<file path="config.mk">
export PLATFORM = sky130hd
export DESIGN_NAME = ps2_rx_fifo
export DESIGN_NICKNAME = d
export VERILOG_FILES = /design/src/rtl/ps2_rx_fifo.sv
export SDC_FILE = /design/constraint.sdc
export NUM_CORES = 1
export LEC_CHECK = 0
export ABC_AREA = 1
export CORE_MARGIN = 1
export CORE_UTILIZATION = 55
export DETAILED_ROUTE_END_ITERATION = 10
export GPL_ROUTABILITY_DRIVEN = 0
export GPL_TIMING_DRIVEN = 0
export HOLD_SLACK_MARGIN = 0.02
export PLACE_DENSITY_LB_ADDON = 0.3
export SLEW_MARGIN = 5
export SYNTH_ARGS = -nofsm -noshare
export SYNTH_HDL_FRONTEND = slang
export SYNTH_SLANG_ARGS = --single-unit
</file>
<file path="constraint.sdc">
create_clock -name csi_clk -period 6.5 [get_ports csi_clk]
set_clock_uncertainty 0.15 [all_clocks]
set_input_delay 1.95 -clock csi_clk [delete_from_list [all_inputs] [get_ports csi_clk]]
set_output_delay 1.95 -clock csi_clk [all_outputs]
set_load 0.01 [all_outputs]
</file>
<file path="src/rtl/ps2_rx_fifo.sv">
`timescale 1ns/1ps
// PS/2 device-to-host receiver: synchronise and filter the pins, deserialise 11-bit
// frames with start/parity/stop/timeout checks, and queue good bytes in a show-ahead FIFO.
module ps2_rx_fifo #(
   parameter int FILTER_LEN = 8,
   parameter int TIMEOUT    = 50000,
   parameter int FIFO_DEPTH = 8
) (
   input  logic       csi_clk,
   input  logic       csi_reset_n,
   input  logic       coe_kc,
   input  logic       coe_kd,
   output logic [7:0] code_data,
   output logic       code_valid,
   input  logic       code_ready,
   output logic       frame_err,
   output logic       overflow,
   output logic [4:0] fifo_level
);

   localparam int AW = $clog2(FIFO_DEPTH);
   localparam int FW = $clog2(FILTER_LEN);
   localparam int TW = $clog2(TIMEOUT + 1);

   typedef enum logic [1:0] {IDLE, DATA, PARITY, STOP} state_t;

   // ------------------------------------------------------------------
   // Input synchronisers (idle line is high, so flops reset to 1)
   // ------------------------------------------------------------------
   logic kc_s1_q, kc_s2_q;
   logic kd_s1_q, kd_s2_q;

   always_ff @(posedge csi_clk or negedge csi_reset_n) begin
      if (!csi_reset_n) begin
         kc_s1_q <= 1'b1;
         kc_s2_q <= 1'b1;
         kd_s1_q <= 1'b1;
         kd_s2_q <= 1'b1;
      end else begin
         kc_s1_q <= coe_kc;
         kc_s2_q <= kc_s1_q;
         kd_s1_q <= coe_kd;
         kd_s2_q <= kd_s1_q;
      end
   end

   // ------------------------------------------------------------------
   // Clock filter: kc_f only follows after FILTER_LEN agreeing samples
   // ------------------------------------------------------------------
   logic          kc_f_q;
   logic          kc_f_dly_q;
   logic [FW-1:0] flt_cnt_q;
   logic          sample;

   always_ff @(posedge csi_clk or negedge csi_reset_n) begin
      if (!csi_reset_n) begin
         kc_f_q     <= 1'b1;
         kc_f_dly_q <= 1'b1;
         flt_cnt_q  <= '0;
      end else begin
         kc_f_dly_q <= kc_f_q;
         if (kc_s2_q != kc_f_q) begin
            if (flt_cnt_q == FW'(FILTER_LEN - 1)) begin
               kc_f_q    <= kc_s2_q;
               flt_cnt_q <= '0;
            end else begin
               flt_cnt_q <= flt_cnt_q + FW'(1);
            end
         end else begin
            flt_cnt_q <= '0;
         end
      end
   end

   assign sample = kc_f_dly_q & ~kc_f_q;

   // ------------------------------------------------------------------
   // Frame FSM
   // ------------------------------------------------------------------
   state_t        state_q;
   logic [2:0]    bit_cnt_q;
   logic [7:0]    shift_q;
   logic          par_q;
   logic [TW-1:0] tmo_cnt_q;
   logic          frame_err_q;
   logic          tmo_hit;
   logic          stop_ok;
   logic          push_req;

   // A sample on the same cycle as the limit keeps the frame alive.
   assign tmo_hit  = (state_q != IDLE) && !sample && (tmo_cnt_q == TW'(TIMEOUT - 1));
   assign stop_ok  = kd_s2_q & (^{shift_q, par_q});
   assign push_req = (state_q == STOP) && sample && stop_ok;

   always_ff @(posedge csi_clk or negedge csi_reset_n) begin
      if (!csi_reset_n) begin
         state_q     <= IDLE;
         bit_cnt_q   <= '0;
         shift_q     <= '0;
         par_q       <= 1'b0;
         tmo_cnt_q   <= '0;
         frame_err_q <= 1'b0;
      end else begin
         frame_err_q <= 1'b0;

         if (state_q == IDLE || sample) begin
            tmo_cnt_q <= '0;
         end else begin
            tmo_cnt_q <= tmo_cnt_q + TW'(1);
         end

         if (tmo_hit) begin
            state_q     <= IDLE;
            frame_err_q <= 1'b1;
         end else if (sample) begin
            case (state_q)
               IDLE: begin
                  if (!kd_s2_q) begin
                     state_q   <= DATA;
                     bit_cnt_q <= '0;
                  end else begin
                     frame_err_q <= 1'b1;
                  end
               end
               DATA: begin
                  shift_q   <= {kd_s2_q, shift_q[7:1]};
                  bit_cnt_q <= bit_cnt_q + 3'd1;
                  if (bit_cnt_q == 3'd7) begin
                     state_q <= PARITY;
                  end
               end
               PARITY: begin
                  par_q   <= kd_s2_q;
                  state_q <= STOP;
               end
               STOP: begin
                  state_q <= IDLE;
                  if (!stop_ok) begin
                     frame_err_q <= 1'b1;
                  end
               end
               default: state_q <= IDLE;
            endcase
         end
      end
   end

   assign frame_err = frame_err_q;

   // ------------------------------------------------------------------
   // Scancode FIFO (pointers carry an extra wrap bit)
   // ------------------------------------------------------------------
   logic [7:0]  mem_q [FIFO_DEPTH];
   logic [AW:0] wr_ptr_q, rd_ptr_q;
   logic [AW:0] level;
   logic        full;
   logic        pop;
   logic        do_push;
   logic        overflow_q;

   assign level   = wr_ptr_q - rd_ptr_q;
   assign full    = (level == (AW+1)'(FIFO_DEPTH));
   assign pop     = code_valid & code_ready;
   assign do_push = push_req & (~full | pop);

   always_ff @(posedge csi_clk or negedge csi_reset_n) begin
      if (!csi_reset_n) begin
         wr_ptr_q   <= '0;
         rd_ptr_q   <= '0;
         overflow_q <= 1'b0;
      end else begin
         overflow_q <= push_req & full & ~pop;
         if (do_push) begin
            wr_ptr_q <= wr_ptr_q + (AW+1)'(1);
         end
         if (pop) begin
            rd_ptr_q <= rd_ptr_q + (AW+1)'(1);
         end
      end
   end

   // When full with a simultaneous pop the write slot is the head slot; the
   // head is read combinationally this cycle, so the old byte still leaves.
   always_ff @(posedge csi_clk) begin
      if (do_push) begin
         mem_q[wr_ptr_q[AW-1:0]] <= shift_q;
      end
   end

   assign code_valid = (level != '0);
   assign code_data  = code_valid ? mem_q[rd_ptr_q[AW-1:0]] : 8'h00;
   assign fifo_level = 5'(level);
   assign overflow   = overflow_q;

endmodule
</file>
**After elaboration in Yosys (flattened, before gate mapping)**

Memory sizes are Yosys's and may differ from the RTL's.
Cells that the tools add are included.

- Add/sub/neg operators: 6
- Eq/ne operators: 11
- Muxes and demuxes: 18
- Bitwise operators: 11
- Reduce and logical (&&, ||, !) cells: 17

Operator list:

| kind | number |
|---|---|
| $add 16x1->16 const B | 1 |
| $eq 16x16->1 const B | 1 |
| $mux 16 | 1 |
| $mux 3 | 3 |
| $reduce_and 3->1 | 3 |
| $reduce_xor 9->1 | 1 |
| $add 4x1->4 const B | 2 |
| $mux 2 | 4 |
| $mux 8 | 1 |
| $pmux 2 s4 | 1 |
| $add 3x1->3 const B | 2 |
| $and 1x1->1 | 6 |
| $eq 3x3->1 const B | 2 |
| $mux 1 | 6 |
| $ne 3x3->1 const B | 2 |
| $pmux 3 s2 | 1 |
| $reduce_bool 2->1 | 3 |
| $eq 2x2->1 const B | 2 |
| $eq 4x4->1 const B | 1 |
| $logic_and 1x1->1 | 4 |
| $not 1->1 | 4 |
| $reduce_and 4->1 | 1 |
| $reduce_bool 4->1 | 1 |
| $sub 4x4->4 | 1 |
| 9 further kinds | 9 |

- Flip-flop bits (word level): 49
- RAM bits: 64
- Bits of input ports: 5
- Output and inout bits: 16
- Word-level logic and storage cells: 80
- Memories kept: 1

Memories:

| memory | words | width | rd ports | clocked after memory_dff | write ports | RTL line | text |
|---|---|---|---|---|---|---|---|
| mem_q | 8 | 8 | 1 | 0 | 1 | 153 | `logic [7:0] mem_q [FIFO_DEPTH];` |

**Depth between registers and ports, before layout**

Gate-level depths: netlist of run 1.

- Depth after elaboration: 7
- Gate-level depth with buffers: 13
- Gate-level depth less buffers: 13

**Least setup slack after synthesis of run 1**

Ideal clock, no wire load.

- Kind: register -> output
- From: register rd_ptr_q[1]
- To: output port code_data[0]
- Arrival: 2204 ps
- Required time: 4400 ps
- Path slack: 2196 ps
- Stages on the path, launching flop included: 10
- Path buffers: 2
- Cell sequence: dfrtp_1 buf_4 clkinv_1 buf_2 fa_1 xor2_1 nor2_1 nand2_1 nor2_4 a211oi_1

- Cells in the longest elaborated chain, start to end: 3
- Elaborated cells on any way between the ends: 4
- Those cells by class: add/sub (1); mux (1); reduce/logical (1); memory (1)

Ends and longest elaborated chain:

| element | RTL line | text |
|---|---|---|
| start: declaration | 154 | `logic [AW:0] wr_ptr_q, rd_ptr_q;` |
| start signal: assignment | 177 | `rd_ptr_q <= rd_ptr_q + (AW+1)'(1);` |
| $sub 4x4->4 | 161 | `assign level = wr_ptr_q - rd_ptr_q;` |
| named net fifo_level[2] | 18 | `output logic [4:0] fifo_level` |
| $reduce_bool 4->1 | 190 | `assign code_valid = (level != '0);` |
| $mux 8 | 191 | `assign code_data = code_valid ? mem_q[rd_ptr_q[AW-1:0]] : 8'h00;` |
| end: declaration | 13 | `output logic [7:0] code_data,` |

The timed path passes the listed nets, and every way through them passes these cells.

**Final worst setup path of run 1**

- From: register rd_ptr_q[1]
- To: output port code_data[4]

- Cells in the longest elaborated chain, start to end: 3
- Elaborated cells on any way between the ends: 4
- Those cells by class: add/sub (1); mux (1); reduce/logical (1); memory (1)

Ends and longest elaborated chain:

| element | RTL line |
|---|---|
| $sub 4x4->4 | 161 |
| $reduce_bool 4->1 | 190 |
| $mux 8 (*) | 191 |

Every way passes the cells marked *; elsewhere a longest branch is shown, timed or not.

==> results of run 1 <==
worst max-delay path by stage:
stage,start,endpoint,slack (ps),cells past startpoint
final,rd_ptr_q[1],code_data[4],900,10
after global routing,rd_ptr_q[1],code_data[4],700,10
after CTS,rd_ptr_q[1],code_data[4],870,10
after detailed placement,rd_ptr_q[1],code_data[4],1420,10
after global placement,rd_ptr_q[1],code_data[0],1480,10
after floorplan,rd_ptr_q[1],code_data[0],2200,9
per-stage QoR:
| step | power (mW) | setup WS (ps) | utilization (%) |
|---|---|---|---|
| 2_1_floorplan | 1.39 | 2200 | - |
| 3_3_place_gp | 1.67 | 1480 | 61.6 |
| 3_5_place_dp | 1.71 | 1420 | 61.7 |
| 4_1_cts | 2.60 | 871 | 68.2 |
| 5_1_grt | 2.74 | 698 | 68.2 |
| 6_report | 2.59 | 903 | 68.2 |
kinds of logic after synthesis:
group                    after synthesis  share of synthesized area (%)
AO/OA/AOI/OAI                         85                           9.89
adder cells (fa/ha/maj)               16                           4.04
flip-flops                           113                           61.3
other                                  1                         0.0729
AND/OR/NAND/NOR                      204                           17.1
XOR/XNOR                              11                           2.16
buffers and inverters                 68                           5.44
cells in the final DEF (no fill, tap or decap), types with 6 or more instances in the layout:
cell / Yosys / layout
clkbuf_16: 0 / 16
clkbuf_1: 6 / 6
nand4_1: 7 / 7
nand2_1: 120 / 120
edfxtp_1: 64 / 64
a21oi_1: 34 / 34
inv_1: 50 / 50
clkdlybuf4s50_1: 0 / 18
dfrtp_1: 43 / 43
buf_2: 6 / 7
dfstp_2: 6 / 6
a32o_1: 8 / 8
o21ai_0: 26 / 26
ha_1: 15 / 15
nand3_1: 14 / 14
xor2_1: 6 / 6
a22oi_1: 8 / 8
a211oi_1: 8 / 8
nor2_1: 47 / 47
layer usage:
layer  wire length [um]  share of wire (%)  vias up
met4                218                2.0        0
met5                  0                  0        -
li1                   -                  -     1771
met3                503                4.7       20
met1               4400                 41     1750
met2               5620                 52      100
worst max-delay path, stage by stage (launching register included):
cell and delay (ps):
dfrtp_1 350, buf_4 180, clkinv_1 240, buf_2 300, fa_1 420, xor2_1 190, nor2_1 210, nand2_1 130
nor2_4 320, a211oi_1 130, clkdlybuf4s50_1 510
cells in the mapped netlist:
cell        n
nor4_1      2
edfxtp_1   64
nand3_2     2
conb_1      1
a32o_1      8
nand4_4     1
nor2_1     47
buf_4       2
nand4_2     1
inv_2       2
a22oi_1     8
nand2_1   120
a31o_2      1
xnor2_2     1
clkbuf_1    6
nor2_4      3
dfrtp_1    43
fa_1        1
a211oi_1    8
xor2_1      6
nand2_2     2
buf_2       6
o21ai_0    26
clkbuf_8    1
nor3_1      4
xor2_2      1
xnor2_1     3
ha_1       15
dfstp_2     6
nor2_2      1
inv_1      50
a21oi_1    34
clkinv_1    1
nand4_1     7
nand3_1    14
power breakdown:
part | total [mW] | internal, mW | switching [mW]
Clock | 0.888 | 0.548 | 0.340
Sequential | 0.853 | 0.812 | 0.0404
Combinational | 0.851 | 0.350 | 0.501
flip-flops by register name (all words and copies together), names as in the netlist:
| register | count |
|---|---|
| bit_cnt_q | 3 |
| flt_cnt_q | 3 |
| frame_err | 1 |
| kc_f_dly_q | 1 |
| kc_f_q | 1 |
| kc_s1_q | 1 |
| kc_s2_q | 1 |
| kd_s1_q | 1 |
| kd_s2_q | 1 |
| mem_q | 64 |
| overflow | 1 |
| par_q | 1 |
| rd_ptr_q | 4 |
| shift_q | 8 |
| state_q | 2 |
| tmo_cnt_q | 16 |
| wr_ptr_q | 4 |
area by class of cell:
type,instances,area share [%]
flip-flops and latches,113,52.1
multi-input cells,317,28.2
clock buffers,17,6.83
repair buffers,20,3.38
inverters,53,3.28
clock inverters,15,2.64
well taps,108,2.23
plain buffers,15,1.34
==> out/results.ini, run 1 <==
[status]
outcome = finished clean

[global_routing]
grtUsageMet3_pct = 6.24
grt_remaining_overflow = 0
antenna_found_initial = 0
track_usage_pct = 25.0
top_usage_layer = met2
grt_pass1_vias = 3766
use_met2_pct = 42.7
grtUsageMet1_pct = 30.1
grt_max_degree = 30
grt_pass1_wl_um = 18100

[logic_synthesis]
synth_area_um2 = 5150
synthCells = 498
synth_top_cell_by_area = edfxtp_1
ys_warn_count = 0
yosysTopAreaCellShare_pct = 37.3
synth_nets = 519
synthDistinctLibCells = 35
syn_area_per_cell_um2 = 10.3
synth_area_leaders = edfxtp_1 37%, dfrtp_1 21%, nand2_1 8.8%
synth_seq_area_share_pct = 61.3
ys_ff_latch = 113

[job]
cap_violations = 0

[layout]
multi_input_area_um2 = 1710
fin_nets = 558
regArea_um2 = 3160
diodes = 0
syn2layout_area_growth_pct = 17.8
nFillCells = 657
instances_no_fill = 658
final_cell_area_um2 = 6060
drive_gt1_share_pct = 11.5

[routing]
drc = 0
vias_per_cell = 5.53
vias = 3641
drtAntennaViolNets = 0
wl_um = 10700
first_iter_violations = 328
drtPass1Iterations = 4
wire_per_inst_um = 16.3

[clock_tree]
clk_pin_slew_ps = 60
cts_resized = 0
cts_buffers = 17
cts_max_level = 4
post_cts_buffers = 0
cts_tree = done
root_buffer = clkbuf_8
clock_path_buffers = 2
ctsHoldBuffers = 0
cts_sinks = 113
clock_latency_ps = 510

[place]
place_inst = 626
place_area_um2 = 5490
port_buffers = 19
dp_hpwl_um = 7110

[die]
fp.dieW_um = 98.7
die_area_um2 = 9750
placementRows = 34
initial_core_util_pct = 57.9
die_height_um = 98.7
coreArea_um2 = 8890
ios = 21

[timing]
hold_slack_ps = 207
hold_viol = 0
period_share_pct = 86.1
period_minus_slack_ps = 5600
clock.fmax_ghz = 0.179
setup_viol = 0
slew_violations = 0
tightest_slew_ps = 826
rsz0062_at_grt = false
finalSetupTns_ps = 0
slew_headroom_pct = 44.7

[power]
peakVddDrop_mv = 0.220
leakage_nw = 2.45
p_per_area_nw_per_um2 = 428

[worst_setup_path]
crit_fanout = 11
crit_required_ps = 4400
rr_worst_depth = 9
critPathKind = register to primary output
arrival_ps = 3500
r2r_end = mem_q[2][6]
worst_setup_path_end_kind = primary output
timing.reg2reg.setup_slack_ps = 3140
r2r_start = rd_ptr_q[1]
critPathLaunchType = register

[worst_hold_path]
min_delay_worst_endpoint = kd_s2_q
hold_depth = 0
worstHoldStart = kd_s1_q
hold_path_class = register to register

(Power assumes the default switching activity.)
==> run 2, diff against run 1 <==
- GPL_ROUTABILITY_DRIVEN: 0 -> not set
==> results of run 2 <==
Final layout, timing and power as in run 1 (identical DEF).
